File: src/rtl/mvu_pe_acc_if.sv
// Stream bundle for the per-PE accumulator: partial sums in, accumulated results out.
// The slave modport is the accumulator's view; the master modport is the view of
// whatever drives the partial sums and consumes the results.
interface mvu_pe_acc_if #(
    parameter int TDstI = 16,
    parameter int TO    = 24
);
    logic             in_v;
    logic             in_ready;
    logic [TDstI-1:0] in_data;
    logic             out_v;
    logic             out_ready;
    logic [TO-1:0]    out_data;
    logic             out_last;

    modport master (
        output in_v, in_data, out_ready,
        input  in_ready, out_v, out_data, out_last
    );

    modport slave (
        input  in_v, in_data, out_ready,
        output in_ready, out_v, out_data, out_last
    );
endinterface

File: src/rtl/mvu_pe_acc.sv
// Per-PE accumulator sitting after the popcount/adder tree. It folds SF consecutive
// partial sums into one neuron result, holds that result in a valid/ready output
// register, and flags the last result of every NF-result neuron-fold group.
module mvu_pe_acc #(
    parameter int TDstI     = 16,
    parameter int TO        = 24,
    parameter int SF        = 4,
    parameter int NF        = 2,
    parameter int IN_SIGNED = 0
) (
    input  logic         clk,
    input  logic         rst_n,
    mvu_pe_acc_if.slave  bus
);
    localparam int SFW = $clog2((SF > 2) ? SF : 2);
    localparam int NFW = $clog2((NF > 2) ? NF : 2);
    localparam logic [SFW-1:0] SF_LAST = SFW'(SF - 1);
    localparam logic [NFW-1:0] NF_LAST = NFW'(NF - 1);

    logic [SFW-1:0] sf_cnt;
    logic [NFW-1:0] nf_cnt;
    logic [TO-1:0]  acc;
    logic [TO-1:0]  ext_in;
    logic [TO-1:0]  out_data_q;
    logic           out_v_q;
    logic           out_last_q;
    logic           last_beat;
    logic           accept;
    logic           in_ready_c;

    // Widen the partial sum to accumulator width: signed trees sign-extend, popcounts zero-extend.
    always_comb begin
        if (IN_SIGNED != 0) begin
            ext_in = TO'($signed(bus.in_data));
        end else begin
            ext_in = TO'(bus.in_data);
        end
    end

    // Only the closing beat of a fold can stall, and only while an undrained result blocks the output register.
    always_comb begin
        last_beat  = (sf_cnt == SF_LAST);
        in_ready_c = !last_beat || !out_v_q || bus.out_ready;
        accept     = bus.in_v && in_ready_c;
    end

    // Fold accumulation, result load with group tagging, and output drain; reset wins over everything.
    always_ff @(posedge clk) begin
        if (!rst_n) begin
            sf_cnt     <= '0;
            nf_cnt     <= '0;
            acc        <= '0;
            out_v_q    <= 1'b0;
            out_data_q <= '0;
            out_last_q <= 1'b0;
        end else begin
            if (out_v_q && bus.out_ready) begin
                out_v_q <= 1'b0;
            end
            if (accept) begin
                if (last_beat) begin
                    out_data_q <= (SF == 1) ? ext_in : acc + ext_in;
                    out_v_q    <= 1'b1;
                    sf_cnt     <= '0;
                    out_last_q <= (nf_cnt == NF_LAST);
                    nf_cnt     <= (nf_cnt == NF_LAST) ? '0 : nf_cnt + NFW'(1);
                end else begin
                    acc    <= (sf_cnt == '0) ? ext_in : acc + ext_in;
                    sf_cnt <= sf_cnt + SFW'(1);
                end
            end
        end
    end

    assign bus.in_ready = in_ready_c;
    assign bus.out_v    = out_v_q;
    assign bus.out_data = out_data_q;
    assign bus.out_last = out_last_q;
endmodule

File: src/flat_wrapper.sv
// flat-port wrapper written by rule: the top's interface ports become plain ports
module mvu_pe_acc_flat 
#(
    parameter int TDstI     = 16,
    parameter int TO        = 24,
    parameter int SF        = 4,
    parameter int NF        = 2,
    parameter int IN_SIGNED = 0
)
  (clk, rst_n, bus_in_v, bus_in_data, bus_out_ready, bus_in_ready, bus_out_v, bus_out_data, bus_out_last);
  mvu_pe_acc_if #(.TDstI(TDstI), .TO(TO)) bus_i ();
  input  logic clk;
  input  logic rst_n;
  input wire logic [$bits(bus_i.in_v)-1:0] bus_in_v;
  input wire logic [$bits(bus_i.in_data)-1:0] bus_in_data;
  input wire logic [$bits(bus_i.out_ready)-1:0] bus_out_ready;
  output wire logic [$bits(bus_i.in_ready)-1:0] bus_in_ready;
  output wire logic [$bits(bus_i.out_v)-1:0] bus_out_v;
  output wire logic [$bits(bus_i.out_data)-1:0] bus_out_data;
  output wire logic [$bits(bus_i.out_last)-1:0] bus_out_last;
  assign bus_i.in_v = bus_in_v;
  assign bus_i.in_data = bus_in_data;
  assign bus_i.out_ready = bus_out_ready;
  assign bus_in_ready = bus_i.in_ready;
  assign bus_out_v = bus_i.out_v;
  assign bus_out_data = bus_i.out_data;
  assign bus_out_last = bus_i.out_last;
  mvu_pe_acc #(.TDstI(TDstI), .TO(TO), .SF(SF), .NF(NF), .IN_SIGNED(IN_SIGNED)) u_core (.clk(clk), .rst_n(rst_n), .bus(bus_i));
endmodule
File: config.mk
export PLATFORM = sky130hd
export DESIGN_NAME = mvu_pe_acc_flat
export DESIGN_NICKNAME = d
export VERILOG_FILES = /design/src/rtl/mvu_pe_acc_if.sv /design/src/rtl/mvu_pe_acc.sv /design/src/flat_wrapper.sv
export SDC_FILE = /design/constraint.sdc
export NUM_CORES = 1
export LEC_CHECK = 0
export ABC_CLOCK_PERIOD_IN_PS = 2640
export BUFFER_PORTS_ARGS = -buffer_cell sky130_fd_sc_hd__buf_2
export CAP_MARGIN = 10
export CORE_MARGIN = 3
export CORE_UTILIZATION = 47
export DETAILED_ROUTE_END_ITERATION = 12
export HOLD_SLACK_MARGIN = 0.03
export MAX_ROUTING_LAYER = met4
export PLACE_DENSITY = 0.68
export SLEW_MARGIN = 20
export SYNTH_ARGS = -nofsm -noshare
export SYNTH_HDL_FRONTEND = slang
export SYNTH_SLANG_ARGS = --single-unit
File: constraint.sdc
create_clock -name clk -period 2.64 [get_ports clk]
set_clock_uncertainty 0.05 [all_clocks]
set_input_delay 0.264 -clock clk [delete_from_list [all_inputs] [get_ports clk]]
set_output_delay 0.264 -clock clk [all_outputs]
set_load 0.005 [all_outputs]
==> results.sh, run 1 <==
export IMPL_status="finished, final reports clean"
export IMPL_grt_max_degree=35
export IMPL_relSlewSlack_pct=53.5
export IMPL_critical_path_arrival_ns=2.68
export IMPL_max_freq_mhz=401
export IMPL_antenna_cells=0
export IMPL_finalCritPeriodShare_pct=94.5
export IMPL_critPathCaptureType="flip-flop"
export IMPL_dr_first_iter_drc_count=210
export IMPL_synthArstFlopShare_pct=0
export IMPL_clockPowerShare_pct=32.9
export IMPL_dr_pass1_iters=4
export IMPL_switching_share_pct=29.8
export IMPL_remaining_drc_errors=0
export IMPL_vias_per_cell=5.90
export IMPL_die_area_mm2=0.00780
export IMPL_grt_pass1_wl_um=14100
export IMPL_hold_class="in -> reg"
export IMPL_grt_setup_unrepaired="yes"
export IMPL_power_mw=2.01
export IMPL_place_congestion=0.880
export IMPL_num_fill_cells=612
export IMPL_nNetsFinal=480
export IMPL_cts_tree="built"
export IMPL_min_from="bus_in_data[10]"
export IMPL_clk_pin_slew_ns=0.10
export IMPL_hold_viol_final=0
export IMPL_synth_seq_cells=53
export IMPL_numCtsBuffers=5
export IMPL_via_count=3062
export IMPL_synth_edf_count=0
export IMPL_h_tree_depth=2
export IMPL_critPathLaunchType="flip-flop"
export IMPL_rr_startpoint="u_core.acc[9]"
export IMPL_ys_seq_area_share_pct=33.3
export IMPL_avgSynthCellArea_um2=8.03
export IMPL_setup_viol=0
export IMPL_antenna_left=0
export IMPL_synth_ff_type="dfxtp_1"
export IMPL_reg2reg_to="u_core.acc[21]"
export IMPL_netlist_area_mm2=0.00319
export IMPL_cp_required_ns=2.82
export IMPL_slew_viol_final=0
export IMPL_path_class="reg -> reg"
export IMPL_cts_root_buf="clkbuf_8"
export IMPL_layout_area_seq_mm2=0.00106
export IMPL_reg2reg_depth=7
export IMPL_clock_sinks=53
export IMPL_worst_slack_ns=0.144
export IMPL_cts_buffer_depth=2
export IMPL_hpwl_um=5940
export IMPL_fin_cells=519
export IMPL_track_usage_pct=23.3
export IMPL_portBuffers=46
export IMPL_p_sw_mw=0.601
export IMPL_place_inst=510
export IMPL_hold_depth=3
export IMPL_place_ws_ns=0.0650
export IMPL_ir_drop_v=0.000290
export IMPL_grt_pass1_vias=2934
export IMPL_combPwrFrac_pct=24.9
export IMPL_std_cell_rows=29
export IMPL_internal_power_mw=1.41
export IMPL_holdPathEnd="u_core.acc[10]"
export IMPL_p_per_area_mw_per_mm2=547
export IMPL_fp_dieW_um=88.3
export IMPL_start_util_pct=49.3
export IMPL_ioPinCount=47
export IMPL_tightest_slew_ns=0.697
export IMPL_syn_nets=436
export IMPL_fin_util_pct=57.0
export IMPL_fin_setup_tns_ns=0
export IMPL_globalRouteOverflowTotal=0
export IMPL_cap_violations=0
export IMPL_antenna_found_initial=0
export IMPL_yosys_warnings=0
export IMPL_core_area_mm2=0.00646
export IMPL_period_minus_slack_ns=2.50
export IMPL_drive_gt1_share_pct=18.6
export IMPL_die_y_um=88.3
export IMPL_leakagePower_nw=1.58
export IMPL_seqPwrFrac_pct=42.1
export IMPL_clk_latency_ns=0.31
export IMPL_area_delta_synth_final_pct=15.5
export IMPL_routedWlPerCell_um=15.9
export IMPL_reg2reg_slack_ns=0.14
export IMPL_crit_path_max_fanout=8
export IMPL_yosys_cell_types_count=45
export IMPL_wl_um=8260
export IMPL_multi_input_area_mm2=0.00199
export IMPL_syn_inst=397
[power groups by stage]
stage / combinational [mW] / sequential [mW] / clock, mW
after floorplan: 0.358 / 0.861 / 0
after global placement: 0.484 / 0.864 / 0
after CTS: 0.496 / 0.848 / 0.674
final: 0.502 / 0.849 / 0.663
after detailed placement: 0.492 / 0.866 / 0
after global routing: 0.565 / 0.852 / 0.706
[worst max-delay path: stages (launching register included)]
cell      delay [ns]
dfxtp_1         0.34
ha_1            0.36
nand2_1         0.13
or3_4           0.41
o221ai_4        0.32
a32oi_4         0.20
or4_1           0.43
a31oi_1         0.18
[state kept, by name, summed over array words and instances, names as in the netlist]
| name | flops |
|---|---|
| u_core.bus.out_last | 1 |
| u_core.bus.out_data | 24 |
| u_core.nf_cnt | 1 |
| u_core.acc | 24 |
| u_core.sf_cnt | 2 |
| u_core.bus.out_v | 1 |
[cells by family (layout without fill, tap and decap cells)]
logic type | after synthesis | count (layout) | synth area share (%)
AOI/OAI and AO/OA | 127 | 127 | 24.9
xor gates and xnor gates | 19 | 19 | 5.22
adders and majority gates | 19 | 19 | 7.70
buffers and inverters | 35 | 80 | 4.20
DFF | 53 | 53 | 33.3
muxes | 10 | 10 | 3.18
and+or+nand+nor | 134 | 134 | 21.5
[Yosys cell counts (all sizes together), types with 4 or more instances]
master,instances,area (um^2)
a21oi,46,230
or4,4,30.0
buf,4,17.5
a211oi,8,60.1
inv,8,30.0
a21o,8,60.1
nor2,26,97.6
o21ai,31,155
clkbuf,23,86.3
ha,18,225
nand3b,7,52.6
mux2i,9,90.1
or3,11,73.8
xnor2,9,78.8
nand3,18,90.1
o211ai,6,45.0
xor2,10,87.6
dfxtp,53,1060
and3,10,63.8
a31oi,14,87.6
nand4,9,56.3
nand2,37,141
[worst max-delay path by stage]
stage	from	end	slack (ns)	cells past startpoint
after floorplan	u_core.acc[0]	u_core.acc[14]	0.23	8
after global placement	bus_in_data[0]	u_core.bus.out_data[22]	0.12	10
after detailed placement	bus_in_data[0]	u_core.acc[14]	0.07	9
after CTS	u_core.acc[0]	u_core.bus.out_data[22]	0.11	9
after global routing	u_core.acc[0]	u_core.acc[18]	-0.02	8
final	u_core.acc[9]	u_core.acc[21]	0.14	7
[placed cells by master (no fill, tap or decap), drive strengths merged, types with 2 or more instances in the layout]
master	synthesis	layout
a211oi	8	8
a21o	8	8
a21oi	46	46
a31oi	14	14
and3	10	10
buf	4	64
bufinv	0	2
clkbuf	23	5
dfxtp	53	53
ha	18	18
inv	8	8
mux2i	9	9
nand2	37	37
nand2b	3	3
nand3	18	18
nand3b	7	7
nand4	9	9
nand4b	3	3
nor2	26	26
nor2b	3	3
nor3	3	3
o2111ai	2	2
o211ai	6	6
o21ai	31	31
o221ai	2	2
or3	11	11
or4	4	4
xnor2	9	9
xor2	10	10
[area by class of cell]
type                            count  area share, %
Multi-Input combinational cell    309           54.2
Tap cell                           77           2.62
Clock buffer                        5           1.87
Inverter                            8          0.816
Sequential cell                    53           28.8
Clock inverter                      3           1.77
Timing Repair Buffer               64           9.93
[what timing repair did]
action / 4_1_cts / 5_1_grt
endpoints found under the setup margin: 0 / 5
gates resized for setup: 0 / 2
setup buffers: 0 / 1
hold buffers: 0 / 0
[layer usage]
layer | vias to the layer above | track usage [%] | routed length, um | part of all wire (%)
li1 | 1545 | - | - | -
met1 | 1427 | 29.8 | 3630 | 44
met2 | 80 | 38.9 | 4090 | 50
met3 | 10 | 2.79 | 448 | 5.4
met4 | 0 | 6.46 | 89 | 1.1
met5 | - | - | 0 | 0
[metrics by stage]
| stage | area, um^2 | hold WS, ns |
|---|---|---|
| after floorplan | 3190 | 0.372 |
| after global placement | 3540 | 0.393 |
| after detailed placement | 3540 | 0.401 |
| after CTS | 3670 | 0.213 |
| after global routing | 3680 | 0.229 |
| final | 3680 | 0.219 |
Power figures use the tool's default switching activity.
==> run 2: changes to the inputs <==
Settings changed: ABC_CLOCK_PERIOD_IN_PS 2640 to 2200, CAP_MARGIN 10 to default, PLACE_DENSITY 0.68 to 0.7.
Clock period 2.64 ns to 2.2 ns, I/O delays scaled along.
==> run 2 against run 1 <==
Compared with the run above: the flow now finishes with violations (negative setup slack); utilization increased by 8.1 points; final cell count increased by 4.2%; via count increased by 4.6%; largest power group unchanged; global-route usage decreased by 0.14 points; setup slack got worse by 0.17 ns; first-iteration DRC count increased by 0.48%; largest cell class unchanged.
==> results.sh, run 2 (synthesis gave the netlist of run 1 again) <==
export IMPL_cts_tree="built"
export IMPL_cp_required_ns=2.39
export IMPL_cts_root_buf="clkbuf_8"
export IMPL_fp_dieW_um=88.3
export IMPL_die_area_mm2=0.00780
export IMPL_final_common_cell="buf_2"
export IMPL_clock_sinks=53
export IMPL_cts_buffer_depth=2
export IMPL_antenna_left=0
export IMPL_cap_violations=0
export IMPL_grt_setup_unrepaired="yes"
export IMPL_ir_drop_v=0.000356
export IMPL_via_count=3203
export IMPL_ioPinCount=47
export IMPL_relSlewSlack_pct=53.1
export IMPL_grt_pass1_vias=2994
export IMPL_worst_slack_ns=-0.0247
export IMPL_std_cell_rows=29
export IMPL_nNetsFinal=502
export IMPL_area_delta_synth_final_pct=31.9
export IMPL_final_cell_mix="46 x buf_2, 45 x dfxtp_1, 38 x a21oi_1"
export IMPL_leakagePower_nw=1.72
export IMPL_numCtsBuffers=5
export IMPL_antenna_cells=0
export IMPL_dr_first_iter_drc_count=211
export IMPL_status="finished, violations left"
export IMPL_p_per_area_mw_per_mm2=581
export IMPL_clk_latency_ns=0.31
export IMPL_max_freq_mhz=449
export IMPL_die_y_um=88.3
export IMPL_hpwl_um=6020
export IMPL_drive_gt1_share_pct=32.8
export IMPL_critPathCaptureType="flip-flop"
export IMPL_wl_um=9020
export IMPL_place_congestion=0.923
export IMPL_portBuffers=46
export IMPL_clk_pin_slew_ns=0.10
export IMPL_top_usage_layer="met2"
export IMPL_hold_viol_final=0
export IMPL_use_met1_pct=29.0
export IMPL_critPathLaunchType="flip-flop"
export IMPL_dr_pass1_iters=4
export IMPL_vias_per_cell=5.92
export IMPL_setup_viol=1
export IMPL_place_ws_ns=-0.196
export IMPL_grt_pass1_wl_um=14100
export IMPL_hold_class="in -> reg"
export IMPL_fin_hold_ws_ns=0.166
export IMPL_path_class="reg -> reg"
export IMPL_grt_max_degree=35
export IMPL_fin_util_pct=65.1
export IMPL_routedWlPerCell_um=16.7
export IMPL_track_usage_pct=23.2
export IMPL_globalRouteOverflowTotal=0
export IMPL_antenna_found_initial=0
export IMPL_slew_viol_final=0
export IMPL_period_minus_slack_ns=2.22
export IMPL_remaining_drc_errors=0
export IMPL_violations="negative setup slack"
export IMPL_critical_path_arrival_ns=2.41
export IMPL_core_area_mm2=0.00646
export IMPL_h_tree_depth=2
export IMPL_tightest_slew_ns=0.703
export IMPL_start_util_pct=49.3
export IMPL_use_met2_pct=39.6
export IMPL_met3_usage_pct=3.17
export IMPL_finalCritPeriodShare_pct=101
export IMPL_crit_path_max_fanout=8
-- run 2: cell count changes in the layout (fill, tap and decap cells not counted), sizes merged --
cell and delta:
buf +22, clkinv +2, bufinv -2
-- run 2: layout make-up --
class,count,area [um^2]
repair buffers,86,546
multi-input cells,309,2370
flip-flops and latches,53,1070
clock inverters,3,22.5
clock buffers,5,68.8
fillers,550,2250
inverters,8,30.0
well taps,77,96.3
-- run 2: critical path, stage by stage (launching register included) --
cell,delay (ns)
dfxtp_2,0.34
ha_4,0.27
nand2_2,0.06
or3_4,0.40
o221ai_4,0.27
a32oi_4,0.20
or4_1,0.44
a31oi_1,0.14
-- run 2: final timing paths --
kind / cells after the start / slack, ns / start / to
setup / recovery: 7 / -0.02 / u_core.acc[7] / u_core.acc[21]
hold / removal: 3 / 0.17 / bus_in_data[14] / u_core.acc[14]
setup reg to reg: 7 / -0.02 / u_core.acc[7] / u_core.acc[21]
hold reg to reg: 2 / 0.41 / u_core.bus.out_data[0] / u_core.bus.out_data[0]
-- run 2: power breakdown --
| group | total [mW] | internal, mW | switching [mW] |
|---|---|---|---|
| clock | 0.564 | 0.227 | 0.337 |
| combinational | 0.849 | 0.384 | 0.466 |
| sequential | 1.03 | 0.999 | 0.0296 |
-- run 2: per-layer routing --
metal	vias up	part of all wire, %
met4	0	1.0
met3	11	3.7
met1	1547	43
met2	70	52
met5	-	0
li1	1575	-
-- run 2: stage by stage --
step / setup TNS, ns / area [um^2] / std cells / total power [mW]
2_1_floorplan: -0.0787 / 3270 / 397 / 1.50
3_3_place_gp: -1.46 / 3720 / 525 / 1.69
3_5_place_dp: -2.00 / 3720 / 525 / 1.70
4_1_cts: -0.0559 / 4000 / 538 / 2.35
5_1_grt: -0.671 / 4200 / 541 / 2.57
6_report: -0.0247 / 4200 / 541 / 2.44
-- run 2: timing repair --
item                                    4_1_cts  5_1_grt
gates resized for setup                      25       36
setup buffers                                 5        3
endpoints found under the setup margin       19       34
hold buffers                                  0        0
pin swaps                                    11       18
